===== src/rtl/mem_model_pkg.sv =====
// Shared types and derived geometry for the mem_model memory-port responder.
// The default configuration here matches the mem_model parameter defaults.
package mem_model_pkg;

  localparam int PA_WIDTH_DEF    = 32;
  localparam int REG_WIDTH_DEF   = 32;
  localparam int LINE_WIDTH_DEF  = 128;
  localparam int MEM_LINES_DEF   = 64;
  localparam int QUEUE_DEPTH_DEF = 4;
  localparam int LATENCY_DEF     = 3;
  localparam int ID_WIDTH_DEF    = 4;

  // Countdown field is sized generously so LATENCY can be raised without retyping.
  localparam int CNT_WIDTH = 8;

  function automatic int clog2_min1(input int value);
    return (value > 1) ? $clog2(value) : 1;
  endfunction

  localparam int LINE_BYTES     = LINE_WIDTH_DEF / 8;
  localparam int WORDS_PER_LINE = LINE_WIDTH_DEF / REG_WIDTH_DEF;
  localparam int LINE_OFF_W     = $clog2(LINE_BYTES);
  localparam int WORD_OFF_LSB   = $clog2(REG_WIDTH_DEF / 8);
  localparam int WORD_SEL_W     = clog2_min1(WORDS_PER_LINE);
  localparam int LINE_IDX_W     = clog2_min1(MEM_LINES_DEF);

  typedef struct packed {
    logic                     write;
    logic [PA_WIDTH_DEF-1:0]  addr;
    logic [REG_WIDTH_DEF-1:0] data;
  } mem_req_t;

  typedef struct packed {
    logic [LINE_WIDTH_DEF-1:0] line;
    logic [ID_WIDTH_DEF-1:0]   id;
    logic [CNT_WIDTH-1:0]      countdown;
    logic                      err;
  } mem_q_entry_t;

endpackage


===== src/rtl/mem_model_queue.sv =====
// In-order FIFO of pending read responses; every slot's countdown ticks down
// each cycle so the head becomes presentable once its latency has elapsed.
module mem_model_queue
  import mem_model_pkg::*;
#(
  parameter int DEPTH = QUEUE_DEPTH_DEF
) (
  input  logic         clk,
  input  logic         rst,
  input  logic         push_i,
  input  mem_q_entry_t push_entry_i,
  input  logic         pop_i,
  output mem_q_entry_t head_o,
  output logic         empty_o,
  output logic         full_o
);

  localparam int PTR_W = clog2_min1(DEPTH);
  localparam int OCC_W = $clog2(DEPTH + 1);

  mem_q_entry_t     slot_q [DEPTH];
  mem_q_entry_t     slot_d [DEPTH];
  logic [PTR_W-1:0] wr_ptr_q, wr_ptr_d;
  logic [PTR_W-1:0] rd_ptr_q, rd_ptr_d;
  logic [OCC_W-1:0] occ_q, occ_d;
  logic             do_push;
  logic             do_pop;

  function automatic logic [PTR_W-1:0] ptr_inc(input logic [PTR_W-1:0] ptr);
    return (ptr == PTR_W'(DEPTH - 1)) ? '0 : ptr + 1'b1;
  endfunction

  assign empty_o = (occ_q == '0);
  assign full_o  = (occ_q == OCC_W'(DEPTH));
  assign head_o  = slot_q[rd_ptr_q];
  assign do_push = push_i && !full_o;
  assign do_pop  = pop_i && !empty_o;

  always_comb begin
    for (int i = 0; i < DEPTH; i++) begin
      slot_d[i] = slot_q[i];
      if (slot_q[i].countdown != '0) begin
        slot_d[i].countdown = slot_q[i].countdown - 1'b1;
      end
    end
    wr_ptr_d = wr_ptr_q;
    rd_ptr_d = rd_ptr_q;
    occ_d    = occ_q;
    if (do_push) begin
      slot_d[wr_ptr_q] = push_entry_i;
      wr_ptr_d         = ptr_inc(wr_ptr_q);
    end
    if (do_pop) begin
      rd_ptr_d = ptr_inc(rd_ptr_q);
    end
    case ({do_push, do_pop})
      2'b10:   occ_d = occ_q + 1'b1;
      2'b01:   occ_d = occ_q - 1'b1;
      default: occ_d = occ_q;
    endcase
  end

  always_ff @(posedge clk) begin
    if (rst) begin
      for (int i = 0; i < DEPTH; i++) begin
        slot_q[i] <= '0;
      end
      wr_ptr_q <= '0;
      rd_ptr_q <= '0;
      occ_q    <= '0;
    end else begin
      for (int i = 0; i < DEPTH; i++) begin
        slot_q[i] <= slot_d[i];
      end
      wr_ptr_q <= wr_ptr_d;
      rd_ptr_q <= rd_ptr_d;
      occ_q    <= occ_d;
    end
  end

endmodule


===== config.mk =====
export PLATFORM = sky130hd
export DESIGN_NAME = mem_model_queue
export DESIGN_NICKNAME = d
export VERILOG_FILES = /design/src/rtl/mem_model_pkg.sv /design/src/rtl/mem_model_queue.sv
export SDC_FILE = /design/constraint.sdc
export NUM_CORES = 1
export LEC_CHECK = 0
export ABC_AREA = 1
export CAP_MARGIN = 10
export CORE_MARGIN = 4
export CORE_UTILIZATION = 25
export CTS_BUF_LIST = sky130_fd_sc_hd__clkbuf_8
export DETAILED_ROUTE_END_ITERATION = 10
export PLACE_DENSITY = 0.43
export SYNTH_ARGS = -nofsm -noshare
export SYNTH_HDL_FRONTEND = slang
export SYNTH_SLANG_ARGS = --single-unit

===== constraint.sdc =====
create_clock -name clk -period 1.8 [get_ports clk]
set_input_delay 0.54 -clock clk [delete_from_list [all_inputs] [get_ports clk]]
set_output_delay 0.54 -clock clk [all_outputs]
set_load 0.01 [all_outputs]

==> results.sh, run 1 <==
export IMPL_worstPathArrival_ns=2.27
export IMPL_path_clk_slew_ns=0.06
export IMPL_whs_ns=0.435
export IMPL_die_area_sq_um=103000
export IMPL_postPlaceCellArea_sq_um=30500
export IMPL_slew_headroom_pct=60.0
export IMPL_r2r_cells=11
export IMPL_ys_seq_elements=573
export IMPL_ys_seq_area_share_pct=47.0
export IMPL_crit_slowest_cell="dfxtp_4"
export IMPL_tns_ns=-125.30
export IMPL_pre_cts_slack_ns=-0.698
export IMPL_outcome="finished, violations left"
export IMPL_combPwrFrac_pct=49.9
export IMPL_power_share_sequential_pct=26.8
export IMPL_syn_cell_area_sq_um=24400
export IMPL_total_power_mw=54.5
export IMPL_total_leakage_power_nw=13.8
export IMPL_violations="setup timing"
export IMPL_dp_cells=4999
export IMPL_yosys_cell_types_count=22
export IMPL_fill_cells=10300
export IMPL_p_int_mw=33.6
export IMPL_worstPathCellList="buf_12, buf_12, inv_16, buf_12, buf_16, buf_4, o21ai_2, o22ai_2, buf_2"
export IMPL_slew_viol_final=0
export IMPL_synth_cells=3476
export IMPL_num_rows=114
export IMPL_cp_required_ns=1.26
export IMPL_period_needed_ns=2.81
export IMPL_die_x_um=320
export IMPL_cts_tree="done"
export IMPL_drive_gt1_share_pct=21.7
export IMPL_initial_core_util_pct=25.2
export IMPL_fp_dieH_um=320
export IMPL_critPathKind="reg -> out"
export IMPL_clock_skew_ns=0.0352
export IMPL_dp_hpwl_mm=59.1
export IMPL_antenna_found_initial=9
export IMPL_coreArea_sq_um=96700
export IMPL_swShare_pct=38.4
export IMPL_setup_violations_final=143
export IMPL_pin_count=288
export IMPL_cts_made_buffers=106
export IMPL_power_frac_clock_pct=23.3
export IMPL_max_freq_ghz=0.356
export IMPL_grtUsageTotal_pct=18.9
export IMPL_final_nets=4122
export IMPL_area_delta_synth_final_pct=46.6
export IMPL_cp_max_fo=7
export IMPL_hold_viol=0
export IMPL_finalWeightedCongestion=0.756
export IMPL_h_tree_depth=3
export IMPL_p_sw_mw=21.0
export IMPL_cp_common_cell="buf_12"
export IMPL_vias=25100
export IMPL_clockBufferDepth=3
export IMPL_synth_area_per_cell_sq_um=7.01
export IMPL_drt_iter0_drc=1655
export IMPL_syn_nets=3636
export IMPL_power_density_nw_per_um2=1530
export IMPL_stdcell_area_sq_um=35700
export IMPL_cp_end_kind="output pin"
export IMPL_setup_slack_ns=-1.01
export IMPL_worstMarginPinSlew_ns=0.600
export IMPL_grt_pass1_wl_mm=151
export IMPL_vias_per_cell=4.72
export IMPL_cp_slowest_stage_delay_ns=0.38
export IMPL_min_path_cells=3
export IMPL_first_pass_iters=6
export IMPL_layout_cells_non_filler=5318
export IMPL_route_detailed_drc=0
export IMPL_grt_max_degree=78
export IMPL_wire_per_inst_um=18.9
export IMPL_fin_util_pct=37.0
export IMPL_ys_warn_count=0
export IMPL_irDropWorstVdd_uv=846
export IMPL_clock_sinks=573
export IMPL_hp_class="in -> reg"
export IMPL_cts_root_buf="clkbuf_8"
export IMPL_clk_insertion_delay_late_ns=0.75
export IMPL_wl_mm=101
export IMPL_rsz0062_at_grt="yes"
export IMPL_drv_cap=0
export IMPL_startpoint_type="flop"
export IMPL_grt_pass1_vias=24300
export IMPL_drtAntennaViolNets=0
export IMPL_port_buffers=287
export IMPL_grt_overflow=0
export IMPL_fin_crit_sh_pct=156
## Yosys cell counts
master | n | area (sq um)
a21oi_1 | 586 | 2930
buf_4 | 13 | 97.6
fa_1 | 1 | 20.0
inv_1 | 58 | 218
o22ai_1 | 133 | 832
nand3_4 | 1 | 17.5
nand3_1 | 22 | 110
nand4_1 | 5 | 31.3
clkbuf_1 | 145 | 544
buf_2 | 104 | 521
xor2_1 | 12 | 105
inv_2 | 6 | 22.5
nor2_1 | 299 | 1120
ha_1 | 14 | 175
o211a_1 | 1 | 10.0
buf_6 | 13 | 146
o21ai_0 | 295 | 1480
nand3b_1 | 2 | 15.0
dfxtp_1 | 573 | 11500
nand2_1 | 1186 | 4450
nand3_2 | 4 | 40.0
nor3b_1 | 3 | 22.5
## critical path: cells and delay by family, from the launching register on
family	cells	cell delay (ns)
flip-flops	1	0.38
AO/OA/AOI/OAI	2	0.21
buffers and inverters	7	0.91
## per-layer routing
metal  global-route usage (%)  share of wire (%)
met5                        0              0.079
met1                     25.5                 46
met3                     3.59                4.5
met4                     5.01                2.2
met2                     31.0                 47
## repair_timing
action,CTS,global route
hold buffers,1,0
setup endpoints to repair,144,262
buffers inserted,85,10
pin swaps,90,54
hold endpoints to repair,4,0
resized for setup,1022,164
cloned,43,2
## power groups by stage
stage          sequential, mW  combinational [mW]  clock, mW
6_report                 14.6                27.2       12.7
5_1_grt                  14.7                29.4       13.6
4_1_cts                  14.6                26.8       13.2
3_5_place_dp             14.7                21.2          0
3_3_place_gp             14.8                21.3          0
2_1_floorplan            14.6                9.90          0
## worst paths after layout
kind	startpoint	to	slack, ns
max	flop	head_o[91]	-1.01
min	push_entry_i[57]	flop	0.43
max reg2reg	occ_q[2]$_SDFFE_PP0P_	occ_q[2]$_SDFFE_PP0P_	0.09
min reg2reg	flop	flop	0.46
## cell type report
| type | count | area, sq um | area share [%] |
|---|---|---|---|
| timing repair buffer | 648 | 7710 | 21.6 |
| tap | 1276 | 1600 | 4.47 |
| sequential | 573 | 11500 | 32.1 |
| multi-input combinational | 2564 | 12500 | 34.8 |
| clock buffer | 129 | 1780 | 4.97 |
| clock inverter | 56 | 323 | 0.903 |
| timing repair inverter | 5 | 97.6 | 0.273 |
| inverter | 64 | 307 | 0.858 |
| antenna | 3 | 7.51 | 0.0210 |
## cell families after synthesis
| logic type | after synthesis | synth area share [%] |
|---|---|---|
| compound gates | 1015 | 21.5 |
| flops | 573 | 47.0 |
| buf+inv | 339 | 6.35 |
| simple gates | 1522 | 23.8 |
| xor+xnor | 12 | 0.431 |
| fa+ha+maj | 15 | 0.801 |
## cell usage in the layout, fill, tap and decap left out, types with 21 or more instances in the layout
| cell type | instances |
|---|---|
| buf_12 | 106 |
| dfxtp_1 | 568 |
| nor2_1 | 261 |
| o21ai_2 | 76 |
| o22ai_2 | 55 |
| o21ai_0 | 109 |
| a21oi_1 | 568 |
| buf_16 | 48 |
| clkdlybuf4s50_1 | 143 |
| buf_2 | 110 |
| clkbuf_8 | 129 |
| inv_1 | 93 |
| o21ai_1 | 98 |
| o22ai_1 | 76 |
| nand3_1 | 21 |
| buf_8 | 21 |
| buf_6 | 54 |
| nor2_2 | 23 |
| nand2_1 | 1186 |
| buf_4 | 160 |
Power figures use the tool's default switching activity.
==> run 2, diff against run 1 <==
--- a/config.mk
+++ b/config.mk
@@ -12,6 +12,7 @@
 export CTS_BUF_LIST = sky130_fd_sc_hd__clkbuf_8
 export DETAILED_ROUTE_END_ITERATION = 10
 export PLACE_DENSITY = 0.43
+export SLEW_MARGIN = 20
 export SYNTH_ARGS = -nofsm -noshare
 export SYNTH_HDL_FRONTEND = slang
 export SYNTH_SLANG_ARGS = --single-unit
==> results of run 2 <==
Final layout, timing and power as in run 1 (identical DEF).
